### src/rtl/led_shifter_pkg.sv
// led_shifter_pkg: shared mode and direction types for the LED shifter
package led_shifter_pkg;
  typedef enum logic [1:0] {
    MODE_SAT  = 2'b00,
    MODE_WRAP = 2'b01,
    MODE_AUTO = 2'b10,
    MODE_RSVD = 2'b11
  } mode_e;
  typedef enum logic {
    DIR_DOWN = 1'b0,
    DIR_UP   = 1'b1
  } dir_e;
endpackage

### src/rtl/led_shifter_if.sv
// led_shifter_if: button/mode inputs and LED/pos outputs of the LED shifter
//   btnL, btnR, btnC : raw buttons (master drives)
//   mode             : 00 SAT, 01 WRAP, 10 AUTO, 11 as SAT
//   LED              : one-hot display (slave drives)
//   pos              : index of the lit LED (slave drives)
interface led_shifter_if #(parameter int N_LED = 16);
  logic btnL;
  logic btnR;
  logic btnC;
  logic [1:0] mode;
  logic [N_LED-1:0] LED;
  logic [$clog2(N_LED)-1:0] pos;
  modport master (output btnL, btnR, btnC, mode, input LED, pos);
  modport slave (input btnL, btnR, btnC, mode, output LED, pos);
endinterface

### src/rtl/led_shifter_btn_debounce.sv
// btn_debounce: 2-flop synchroniser, level debouncer and one-cycle rising-edge pulse
//   clk, rst : clock, synchronous active-high reset
//   din      : raw asynchronous button
//   level    : debounced level
//   rise     : one-cycle pulse when level goes 0->1
module btn_debounce #(
  parameter int DEBOUNCE_CYC = 1_000_000
) (
  input  logic clk,
  input  logic rst,
  input  logic din,
  output logic level,
  output logic rise
);
  localparam int CW = $clog2(DEBOUNCE_CYC + 1);
  logic [1:0] sync;
  logic [CW-1:0] cnt;
  logic accept;
  // the current sample is the DEBOUNCE_CYC-th consecutive one differing from level
  assign accept = (sync[1] != level) && (cnt == CW'(DEBOUNCE_CYC - 1));
  always_ff @(posedge clk) begin
    if (rst) begin
      sync  <= '0;
      level <= 1'b0;
      cnt   <= '0;
      rise  <= 1'b0;
    end else begin
      sync  <= {sync[0], din};
      level <= accept ? sync[1] : level;
      cnt   <= (sync[1] == level || accept) ? '0 : cnt + CW'(1);
      rise  <= accept & sync[1];
    end
  end
endmodule

### src/rtl/led_shifter.sv
// led_shifter: single-dot LED bar moved by debounced buttons with SAT/WRAP/AUTO end behaviour
//   clk, rst : clock, synchronous active-high reset
//   bus      : led_shifter_if slave (btnL/btnR/btnC/mode in, LED/pos out)
//   Macro LED_SHIFTER_AUTORUN_EN enables the AUTO bounce mode (tick counter + dir);
//   without it mode 10 behaves as SAT and TICK_DIV is ignored.
module led_shifter
  import led_shifter_pkg::*;
#(
  parameter int N_LED        = 16,
  parameter int START_POS    = 8,
  parameter int DEBOUNCE_CYC = 1_000_000,
  parameter int TICK_DIV     = 25_000_000
) (
  input logic clk,
  input logic rst,
  led_shifter_if.slave bus
);
  localparam int PW = $clog2(N_LED);
  localparam logic [PW-1:0] TOP = PW'(N_LED - 1);
  localparam logic [PW-1:0] START = PW'(START_POS);
  logic l_rise, r_rise, c_rise;
  logic [2:0] lvl_unused;
  logic [PW-1:0] pos_q, pos_n, up_n, dn_n;
  logic [N_LED-1:0] led_q;
  logic move_l, move_r, wrap;
  mode_e m;
  btn_debounce #(.DEBOUNCE_CYC(DEBOUNCE_CYC)) u_l (.clk(clk), .rst(rst), .din(bus.btnL), .level(lvl_unused[0]), .rise(l_rise));
  btn_debounce #(.DEBOUNCE_CYC(DEBOUNCE_CYC)) u_r (.clk(clk), .rst(rst), .din(bus.btnR), .level(lvl_unused[1]), .rise(r_rise));
  btn_debounce #(.DEBOUNCE_CYC(DEBOUNCE_CYC)) u_c (.clk(clk), .rst(rst), .din(bus.btnC), .level(lvl_unused[2]), .rise(c_rise));
  assign m      = mode_e'(bus.mode);
  assign wrap   = m == MODE_WRAP;
  assign move_l = l_rise & ~r_rise;
  assign move_r = r_rise & ~l_rise;
  assign up_n   = pos_q == TOP ? (wrap ? '0 : pos_q) : pos_q + PW'(1);
  assign dn_n   = pos_q == '0 ? (wrap ? TOP : pos_q) : pos_q - PW'(1);
`ifdef LED_SHIFTER_AUTORUN_EN
  localparam int TW = $clog2(TICK_DIV);
  logic [TW-1:0] tick_q;
  dir_e dir_q, dir_n;
  logic auto, tick, at_top, at_bot;
  assign auto   = m == MODE_AUTO;
  assign tick   = auto && tick_q == TW'(TICK_DIV - 1);
  assign at_top = pos_q == TOP;
  assign at_bot = pos_q == '0;
  // in AUTO the buttons only steer; a tick colliding with any L/R edge is dropped
  always_comb begin
    pos_n = pos_q;
    dir_n = dir_q;
    if (c_rise) begin
      pos_n = START;
      dir_n = DIR_UP;
    end else if (auto) begin
      if (move_l) dir_n = DIR_UP;
      else if (move_r) dir_n = DIR_DOWN;
      else if (tick && !l_rise && !r_rise) begin
        if (dir_q == DIR_UP) begin
          pos_n = at_top ? pos_q - PW'(1) : pos_q + PW'(1);
          dir_n = at_top ? DIR_DOWN : DIR_UP;
        end else begin
          pos_n = at_bot ? pos_q + PW'(1) : pos_q - PW'(1);
          dir_n = at_bot ? DIR_UP : DIR_DOWN;
        end
      end
    end else pos_n = move_l ? up_n : move_r ? dn_n : pos_q;
  end
  always_ff @(posedge clk) begin
    if (rst) begin
      tick_q <= '0;
      dir_q  <= DIR_UP;
    end else begin
      tick_q <= (c_rise || !auto || tick) ? '0 : tick_q + TW'(1);
      dir_q  <= dir_n;
    end
  end
`else
  localparam int tick_div_unused = TICK_DIV;
  assign pos_n = c_rise ? START : move_l ? up_n : move_r ? dn_n : pos_q;
`endif
  always_ff @(posedge clk) begin
    if (rst) begin
      pos_q <= START;
      led_q <= N_LED'(1) << START;
    end else begin
      pos_q <= pos_n;
      led_q <= N_LED'(1) << pos_n;
    end
  end
  assign bus.pos = pos_q;
  assign bus.LED = led_q;
endmodule

### src/flat_wrapper.sv
// flat-port wrapper written by rule: the top's interface ports become plain ports
module led_shifter_flat import led_shifter_pkg::*;
#(
  parameter int N_LED        = 16,
  parameter int START_POS    = 8,
  parameter int DEBOUNCE_CYC = 1_000_000,
  parameter int TICK_DIV     = 25_000_000
)
  (clk, rst, bus_btnL, bus_btnR, bus_btnC, bus_mode, bus_LED, bus_pos);
  led_shifter_if #(.N_LED(N_LED)) bus_i ();
  input logic clk;
  input logic rst;
  input wire logic [$bits(bus_i.btnL)-1:0] bus_btnL;
  input wire logic [$bits(bus_i.btnR)-1:0] bus_btnR;
  input wire logic [$bits(bus_i.btnC)-1:0] bus_btnC;
  input wire logic [$bits(bus_i.mode)-1:0] bus_mode;
  output wire logic [$bits(bus_i.LED)-1:0] bus_LED;
  output wire logic [$bits(bus_i.pos)-1:0] bus_pos;
  assign bus_i.btnL = bus_btnL;
  assign bus_i.btnR = bus_btnR;
  assign bus_i.btnC = bus_btnC;
  assign bus_i.mode = bus_mode;
  assign bus_LED = bus_i.LED;
  assign bus_pos = bus_i.pos;
  led_shifter #(.N_LED(N_LED), .START_POS(START_POS), .DEBOUNCE_CYC(DEBOUNCE_CYC), .TICK_DIV(TICK_DIV)) u_core (.clk(clk), .rst(rst), .bus(bus_i));
endmodule
### config.mk
export PLATFORM = sky130hd
export DESIGN_NAME = led_shifter_flat
export DESIGN_NICKNAME = d
export VERILOG_FILES = /design/src/rtl/led_shifter_pkg.sv /design/src/rtl/led_shifter_if.sv /design/src/rtl/led_shifter_btn_debounce.sv /design/src/rtl/led_shifter.sv /design/src/flat_wrapper.sv
export SDC_FILE = /design/constraint.sdc
export NUM_CORES = 1
export LEC_CHECK = 0
export ABC_AREA = 1
export CAP_MARGIN = 20
export CORE_MARGIN = 1
export CORE_UTILIZATION = 25
export CTS_CLUSTER_DIAMETER = 100
export CTS_CLUSTER_SIZE = 14
export DETAILED_ROUTE_END_ITERATION = 16
export PLACE_DENSITY = 0.39
export SETUP_SLACK_MARGIN = 0.05
export SLEW_MARGIN = 20
export SYNTH_ARGS = -nofsm -noshare
export SYNTH_HDL_FRONTEND = slang
export SYNTH_SLANG_ARGS = --single-unit
### constraint.sdc
create_clock -name clk -period 2 [get_ports clk]
set_input_delay 0.3 -clock clk [delete_from_list [all_inputs] [get_ports clk]]
set_output_delay 0.3 -clock clk [all_outputs]
set_load 0.02 [all_outputs]
# After elaboration in Yosys (flattened, before gate mapping)

Index checks and enable logic that the tools add are counted.

$add $sub $neg: 5
Multiply operators: 0
Divide/modulo/power cells: 0
Order comparisons: 0
Equal/unequal tests: 11
Shift-type cells: 1
Multiplexer cells: 7
Bitwise logic cells: 7
Reduce and logical (&&, ||, !) cells: 10

Operator list:

| kind                                             | number |
|---|---|
| adder 20 x 1 -> 20 bit, second input constant    | 3 |
| == test 20 bit, second input constant            | 3 |
| two-way mux 4 bit                                | 7 |
| left shift 1 x 4 -> 16 bit, first input constant | 1 |
| OR reduction 2 bit                               | 3 |
| bitwise AND 1 bit                                | 5 |
| adder 4 x 1 -> 4 bit, second input constant      | 1 |
| == test 4 bit, second input constant             | 1 |
| zero test 4 bit                                  | 1 |
| subtractor 4 x 1 -> 4 bit, second input constant | 1 |
| == test 1 bit                                    | 3 |
| logical AND 1 bit                                | 3 |
| logical OR 1 bit                                 | 3 |
| inequality test 1 bit                            | 3 |
| == test 2 x 1 -> 1 bit, second input constant    | 1 |
| NOT 1 bit                                        | 2 |

Bits in registers: 92
Bits in latches: 0
Memory bits (writable): 0
Bits in read-only memories: 0
Input bits: 7
Output and inout port bits: 20
Logic and storage cells: 55
Memories kept: 0

# Longest topological paths before layout

Gate-level depths: netlist (run 1).

Depth in word-level cells: 7
Mapped depth: 11
Mapped depth without buffers: 11

# Hierarchy

A second synthesis (run 1) with hierarchy kept.

Cells, all modules: 696
Area, all modules: 4830.9 sq um

Modules (own cells, without submodules):

| module       | times used | cells each | area each (sq um) | seq. area each (sq um) |
|---|---|---|---|---|
| btn_debounce | 3          | 189        | 1295.0            | 480.5 |
| led_shifter  | 1          | 129        | 945.9             | 400.4 |

# Worst setup path after synthesis (run 1)

Ideal clock, no wire load.

Path kind: reg-to-reg
Start: register u_core.pos_q[0], in the netlist u_core.bus.pos[0]
End: register u_core.led_q[10], in the netlist u_core.bus.LED[10]
Setup time: 0.115 ns
Arrival: 1.512 ns
Data required time: 1.885 ns
Slack: 0.374 ns
Stages on the path, launching flop included: 11
Buffers on the path: 0
Period minus slack after synthesis: 1.626 ns
Cell sequence: dfxtp_1 -> inv_1 -> ha_1 -> nand2_1 -> nand2_1 -> o21ai_0 -> inv_1 -> nand2_4 -> inv_2 -> nand3_1 -> nor2_1

Longest elaborated chain between the ends: 6
Elaborated cells on any way between the ends: 12
Those cells by class: 2 x add/sub; 1 x eq/ne; 1 x shift; 7 x mux; 1 x reduce/logical

RTL lines:

| element                                                 | line              | RTL |
|---|---|---|
| start, declared                                         | led_shifter.sv:23 | `logic [PW-1:0] pos_q, pos_n, up_n, dn_n;` |
| start signal, assigned                                  | led_shifter.sv:84 | `pos_q <= pos_n;` |
| subtractor 4 x 1 -> 4 bit, or another cell as far along | led_shifter.sv:35 | `assign dn_n = pos_q == '0 ? (wrap ? TOP : pos_q) : pos_q - PW'(1);` |
| two-way mux 4 bit                                       | led_shifter.sv:35 |  |
| two-way mux 4 bit                                       | led_shifter.sv:77 | `assign pos_n = c_rise ? START : move_l ? up_n : move_r ? dn_n : pos_q;` |
| two-way mux 4 bit * (2 in series)                       | led_shifter.sv:77 |  |
| left shift 1 x 4 -> 16 bit *                            | led_shifter.sv:85 | `led_q <= N_LED'(1) << pos_n;` |
| end signal, assigned                                    | led_shifter.sv:82 | `led_q <= N_LED'(1) << START;` |
| end signal, assigned                                    | led_shifter.sv:85 |  |
| end, declared                                           | led_shifter.sv:24 | `logic [N_LED-1:0] led_q;` |

Mark *: on every way between the ends. The rest lies on a longest branch, timed or not.
A chain may end at the register's enable or synchronous reset.

# Final worst setup path (run 1)

Start: register u_core.pos_q[0], in the netlist u_core.bus.pos[0]
End: output bus_pos[0]

RTL lines:

| element       | line               | RTL |
|---|---|---|
| end, declared | flat_wrapper.sv:18 | `output wire logic [$bits(bus_i.pos)-1:0] bus_pos;` |

No word-level cell between the ends.

==> out/results.tsv, run 1 <==
stage	metric	value	unit
yosys	#FFs+latches synth	92	
yosys	post-synthesis async set-or-reset flop share	0	
timing	worst slew pin tran	0.3344	ns
timing	Final min period	1.805	ns
worst_setup_path	Worst setup SP type	flop	
routing	DR iter-0 viols	137	
hold_path	min-delay src	u_core.u_l.sync[0]	
timing	Max Slew Vio Count	0	
grt	Overflow after GRT	0	
yosys	cells after synthesis	573	
layout	number of antenna diodes	0	
grt	vias in the first global route	3577	
yosys	count leader, synth	nor2_1	
yosys	Synth top area share	0.4299	
worst_setup_path	reg2reg start	u_core.bus.pos[0]	
yosys	dominant cells by area after synthesis	dfxtp_1 (43%), nor2_1 (10%), nand2_1 (8.7%), inv_1 (5.7%), nand3_1 (5.3%)	
yosys	Mapped Avg Cell Area	7.477	um^2
yosys	area leader, netlist	dfxtp_1	
worst_setup_path	Crit. End Element	output port	
yosys	Main synth FF type	dfxtp_1	
timing	Final Cycle Share	0.9025	
worst_setup_path	Worst setup startpoint	u_core.bus.pos[0]	
grt	largest net degree at the start of global routing	21	
layout	Synth-to-Final Area Change	19.95	%
worst_setup_path	slowest CP cell	clkdlybuf4s50_1	
yosys	number of flops mapped to enable cells by yosys	0	
layout	share of cells above drive strength 1	0.1140	
routing	DR pass1 iterations	4	
yosys	YS warnings	0	
timing	clock skew	0.006290	ns
floorplanning	core area	0.01664	mm^2
worst_setup_path	flop-to-flop setup slack	0.28	ns
hold_path	Hold Crit Class	flop to flop	
flow_run	Max-Cap Viols	0	
timing	final setup violating endpoints	0	
worst_setup_path	cell family with most CP delay	buffers and inverters	
worst_setup_path	slowest stage delay, CP	0.59	ns
timing	Rel. slew slack	0.7750	
clock_tree	CTS Buf Count	9	
grt	initial antenna violation count	0	
timing	RSZ-0062 raised after global routing	no	
routing	DRC Markers	0	
yosys	distinct cell type count after synthesis	34	
routing	vias per inst	4.283	
run_status	run status	finished, final reports clean	
floorplanning	die footprint	0.01766	mm^2
pwr	Max IR drop VDD	370.4	uV
routing	Via Count	3572	
worst_setup_path	crit path cell chain	buf_4 -> clkdlybuf4s50_1	
yosys	Netlist Area Pre-Place	0.004284	mm^2
clock_tree	Clk Latency, worst-skew pair	0.34	ns
hold_path	hold path cells	2	
pwr	sequential share of power	0.494	
clock_tree	Max Root-Sink Buffers	2	
hold_path	hold endpoint	u_core.u_l.sync[1]	
worst_setup_path	Req. time, crit path	1.70	ns
routing	Total Wirelength	9054	um
clock_tree	Worst-path clk slew	0.06	ns
floorplanning	# rows	47	
worst_setup_path	Reg2Reg Depth	12	
floorplanning	io pins	27	
grt	first-pass GRT wire length	16380	um
timing	final-report hold violation count	0	
clock_tree	Clock Root Buffer	clkbuf_16	
placement	GPL Wtd Cong	0.8361	
pwr	Psw	0.7787	mW
worst_setup_path	crit path kind	flop to output port	
pwr	P per Cell Area	730.1	mW/mm^2
timing	TNS Setup	0	ns
floorplanning	Die Ht	132.9	um
floorplanning	Starting Density	0.2574	
routing	wire per inst	10.86	um
pwr	Int Pwr	2.973	mW
routing	Post-DRT Antenna Nets	0	
placement	hpwl dp	6788	um
pwr	switch share	0.2076	
yosys	syn_nets	585	
pwr	Logic pwr share	0.023	
worst_setup_path	Arrival @ worst endpoint	1.51	ns
layout	nets@finish	621	
floorplanning	chip width	132.9	um
clock_tree	# H-tree levels	3	
yosys	commonest cells in the netlist	nor2_1 (115), nand2_1 (99), dfxtp_1 (92), inv_1 (65), nand3_1 (45)	
timing	maximum clock rate	554.0	MHz
layout	fin cells	834	
clock_tree	clk sinks	92	
worst_setup_path	worst reg2reg path endpoint	u_core.bus.LED[6]	
clock_tree	CTS tree	yes	
grt	GRT Util Overall	0.1140	
clock_tree	Post CTS Setup Buffer Count	0	
pwr	leak pwr	1.799	nW
placement	dpl cells	818	
placement	PortBufs	26	
yosys	Seq/Total Area, Yosys	0.4299	
pwr	Clk pwr share	0.484	
worst_setup_path	CP Max Fanout	5	
worst_setup_path	crit path buf inv count	2	
cell usage in the layout (no fill, tap or decap), types with 3 or more instances in the layout:
cell / n
nor2_1: 115
nand2_1: 99
dfxtp_1: 92
inv_1: 65
nand3_1: 45
clkdlybuf4s50_1: 26
xor2_1: 23
a21oi_1: 17
nand4_1: 16
nor3_1: 13
xnor2_1: 11
clkbuf_16: 9
nand3_2: 7
nand2_2: 7
buf_4: 7
nor2_2: 6
or2_2: 6
nor4_1: 5
nor2_4: 5
ha_1: 5
nand2_4: 4
o21ai_0: 4
inv_2: 4
nand4_2: 3
worst register-to-register path, delay by kind of cell, from the launching register on:
family                     cells  cell delay, ns
adders and majority gates      1            0.20
buffers and inverters          2            0.23
DFF                            1            0.42
and+or+nand+nor                9            0.81
routing by layer:
layer / wire, um / track usage / vias to the layer above
li1: - / - / 1887
met1: 4665 / 0.1497 / 1635
met2: 4015 / 0.1760 / 38
met3: 237 / 0.02375 / 12
met4: 136 / 0.05811 / 0
met5: 0 / 0 / -
per-stage QoR:
step,utilization,total power [mW],hold WS (ns),area [um^2],setup slack (ns)
2_1_floorplan,-,1.945,0.3883,4284,0.3735
3_5_place_dp,0.2894,1.981,0.4009,4816,0.1456
4_1_cts,0.3085,3.831,0.4102,5134,0.1694
3_3_place_gp,0.2894,1.980,0.3944,4816,0.1286
5_1_grt,0.3088,3.921,0.4342,5139,0.09137
6_report,0.3088,3.752,0.4059,5139,0.1949
area by class of cell:
type,instances,area (um^2)
fill,1773,11500
multi-input combinational,404,2132
sequential,92,1842
timing repair buffer,33,312.8
tap,220,275.3
inverter,69,259.0
clock buffer,10,229.0
clock inverter,6,88.84
kinds of logic after synthesis:
| logic type | after synthesis | synth area share |
|---|---|---|
| xor gates and xnor gates | 34 | 0.06951 |
| AOI/OAI and AO/OA | 23 | 0.02745 |
| buffers and inverters | 77 | 0.07359 |
| DFF | 92 | 0.4299 |
| and+or+nand+nor | 342 | 0.3849 |
| adders and majority gates | 5 | 0.01460 |
power by group through the flow:
| stage | Clock (mW) | Combinational [mW] | Sequential (mW) |
|---|---|---|---|
| 6_report | 1.81 | 0.0852 | 1.85 |
| 5_1_grt | 1.97 | 0.0966 | 1.85 |
| 4_1_cts | 1.89 | 0.0868 | 1.85 |
| 3_5_place_dp | 0 | 0.0867 | 1.89 |
| 3_3_place_gp | 0 | 0.0864 | 1.89 |
| 2_1_floorplan | 0 | 0.0487 | 1.90 |
worst max-delay path by stage:
| stage | slack [ns] | depth (start not counted) | end |
|---|---|---|---|
| floorplan | 0.37 | 10 | u_core.bus.LED[10] |
| global placement | 0.13 | 11 | u_core.bus.LED[2] |
| detailed placement | 0.15 | 11 | u_core.bus.LED[2] |
| CTS | 0.17 | 1 | bus_pos[2] |
| global route | 0.09 | 12 | u_core.bus.LED[1] |
| finish | 0.19 | 2 | bus_pos[0] |
registers in the layout (all words and copies together) (netlist names):
register and count:
u_core.u_c.cnt 20, u_core.u_l.cnt 20, u_core.u_r.cnt 20, u_core.bus.LED 16
u_core.bus.pos 4, u_core.u_c.sync 2, u_core.u_l.sync 2, u_core.u_r.sync 2
u_core.u_c.level 1, u_core.u_c.rise 1, u_core.u_l.level 1, u_core.u_l.rise 1
u_core.u_r.level 1, u_core.u_r.rise 1
repair_timing:
action                     in CTS  in global routing
resized for setup               0                  1
setup endpoints to repair       0                 20
hold buffers                    0                  0
Note: power is estimated with default switching activity, not from simulation.
==> inputs of run 2 (changes only) <==
- CORE_UTILIZATION: 25 -> 59
- HOLD_SLACK_MARGIN: unset -> 0.03
- PLACE_DENSITY: 0.39 -> 0.78
==> run 2 against run 1 <==
Die area shrank 57%. Sequential share of layout area grew 1.8 points. Worst setup slack lost 0.028 ns. Clock power shrank 24%. Register-to-register slack lost 0.04 ns. Via count grew 0.17%. Cell area shrank 4.7%.
==> out/results.tsv, run 2 (same netlist as run 1, synthesis figures left out) <==
stage	metric	value	unit
run_status	run status	finished, final reports clean	
layout	Regs by FF count	u_core.u_c.cnt x20, u_core.u_l.cnt x20, u_core.u_r.cnt x20	
clock_tree	Clk Latency, worst-skew pair	0.36	ns
hold_path	min-delay src	u_core.u_c.sync[0]	
worst_setup_path	Reg2Reg Depth	7	
pwr	leak pwr	1.765	nW
grt	met1 usage	0.2767	
clock_tree	Worst-path clk slew	0.09	ns
layout	Synth-to-Final Area Change	14.28	%
worst_setup_path	Crit. End Element	output port	
timing	worst slew pin tran	0.3998	ns
routing	DR pass1 iterations	5	
hold_path	hold path cells	2	
worst_setup_path	reg2reg start	u_core.u_r.cnt[0]	
timing	RSZ-0062 raised after global routing	no	
timing	Rel. slew slack	0.7325	
worst_setup_path	cell family with most CP delay	buffers and inverters	
worst_setup_path	crit path cell chain	clkdlybuf4s50_1	
clock_tree	Post CTS Setup Buffer Count	0	
floorplanning	Starting Density	0.6203	
layout	most frequent cells in the layout	nor2_1 (115), nand2_1 (99), dfxtp_1 (92)	
grt	largest net degree at the start of global routing	21	
routing	Post-DRT Antenna Nets	0	
layout	number of antenna diodes	0	
floorplanning	chip width	87.21	um
layout	commonest non-fill, non-tap cell in the layout	nor2_1	
timing	Max Slew Vio Count	0	
floorplanning	die footprint	0.007606	mm^2
routing	DR iter-0 viols	128	
clock_tree	clk sinks	92	
worst_setup_path	CP Max Fanout	8	
flow_run	Max-Cap Viols	0	
timing	clock skew	0.005845	ns
grt	GRT busiest layer	met2	
worst_setup_path	flop-to-flop setup slack	0.24	ns
placement	hpwl dp	5737	um
clock_tree	# H-tree levels	3	
pwr	Power Total	3.319	mW
grt	vias in the first global route	3220	
placement	PortBufs	26	
grt	met3 Usage GRT	0.05403	
clock_tree	CTS tree	yes	
timing	TNS Setup	0	ns
floorplanning	io pins	27	
routing	Total Wirelength	7735	um
hold_path	hold endpoint	u_core.u_c.sync[1]	
layout	final instance area	0.004896	mm^2
timing	final-report hold violation count	0	
timing	Final Cycle Share	0.9165	
worst_setup_path	slowest stage delay, CP	0.67	ns
worst_setup_path	Worst setup SP type	flop	
layout	nets@finish	621	
worst_setup_path	crit path kind	flop to output port	
clock_tree	Max Root-Sink Buffers	2	
worst_setup_path	slowest CP cell	clkdlybuf4s50_1	
grt	GRT Util Overall	0.2213	
pwr	P per Cell Area	678.0	mW/mm^2
floorplanning	Die Ht	87.21	um
timing	final setup violating endpoints	0	
worst_setup_path	Req. time, crit path	1.70	ns
pwr	Max IR drop VDD	564.5	uV
floorplanning	core area	0.006907	mm^2
placement	DP Area	0.004673	mm^2
clock_tree	CTS Buf Count	9	
timing	maximum clock rate	545.6	MHz
clock_tree	Hold Buf Count CTS	0	
routing	DRC Markers	0	
routing	wire per inst	10.89	um
grt	grt met2 use	0.3808	
worst_setup_path	Arrival @ worst endpoint	1.53	ns
routing	vias per inst	5.039	
timing	Final min period	1.833	ns
placement	GPL Wtd Cong	0.8643	
floorplanning	# rows	30	
hold_path	Hold Crit Class	flop to flop	
routing	Via Count	3578	
clock_tree	CTS resizes	0	
worst_setup_path	worst reg2reg path endpoint	u_core.u_r.cnt[17]	
clock_tree	Clock Root Buffer	clkbuf_8	
grt	first-pass GRT wire length	13460	um
grt	initial antenna violation count	0	
grt	Overflow after GRT	0	
layout	share of cells above drive strength 1	0.1156	
layout	Fillers	580	
worst_setup_path	crit path buf inv count	1	
[run 2: changes by cell type in the layout (fill, tap and decap cells not counted)]
| cell | previous run | this run |
|---|---|---|
| buf_4 | 7 | 6 |
| nand2_4 | 4 | 3 |
| clkinvlp_4 | 2 | 1 |
| clkbuf_8 | 0 | 9 |
| nand2_2 | 7 | 8 |
| buf_12 | 0 | 1 |
| clkbuf_1 | 1 | 0 |
| clkbuf_16 | 9 | 0 |
| inv_6 | 0 | 2 |
[run 2: power by group]
part | total [mW] | leakage, nW | switching, mW | internal, mW
clock | 1.38 | 0.110 | 0.672 | 0.712
sequential | 1.85 | 0.743 | 0.00840 | 1.84
combinational | 0.0854 | 0.911 | 0.0489 | 0.0365
total | 3.32 | 1.76 | 0.729 | 2.59
[run 2: layer usage]
layer,vias up,part of all wire
met5,-,0
met1,1616,0.48
met3,10,0.042
met2,69,0.46
met4,0,0.013
li1,1883,-
[run 2: worst max-delay path by stage]
stage / startpoint / endpoint / slack (ns) / depth (start not counted)
floorplan: u_core.bus.pos[0] / u_core.bus.LED[10] / 0.37 / 10
global placement: bus_mode[0] / u_core.bus.LED[4] / 0.24 / 11
detailed placement: bus_mode[0] / u_core.bus.LED[1] / 0.22 / 11
CTS: u_core.bus.pos[2] / bus_pos[2] / 0.18 / 1
global route: u_core.bus.pos[0] / u_core.bus.LED[12] / 0.09 / 10
finish: u_core.bus.pos[2] / bus_pos[2] / 0.17 / 1
[run 2: worst register-to-register path: stages (launching register included)]
cell and delay, ns:
dfxtp_1 0.37, ha_1 0.17, nand2_1 0.09, nor3_2 0.24
and2_2 0.22, nand3_2 0.10, nand2_2 0.35, nor2_1 0.10
[run 2: area by class of cell]
cell class                 instances  area (um^2)  area share
clock buffer                       9        123.9     0.02530
clock inverter                     7        98.84     0.02019
inverter                          69        259.0     0.05290
multi-input combinational        404         2127      0.4344
sequential                        92         1842      0.3762
tap                               96        120.1     0.02453
timing repair buffer              33        325.3     0.06645
[run 2: stage by stage]
step / hold slack, ns / setup WS, ns / cells / utilization
floorplan: 0.3883 / 0.3735 / 573 / -
global placement: 0.3933 / 0.2419 / 694 / 0.6766
detailed placement: 0.3982 / 0.2227 / 694 / 0.6766
CTS: 0.4109 / 0.1754 / 710 / 0.7089
global route: 0.4363 / 0.09342 / 710 / 0.7089
finish: 0.4083 / 0.1671 / 710 / 0.7089
==> inputs of run 3 (changes only) <==
- SLEW_MARGIN: 20 -> 25
==> results of run 3 <==
Final layout, timing and power as in run 2 (identical DEF).
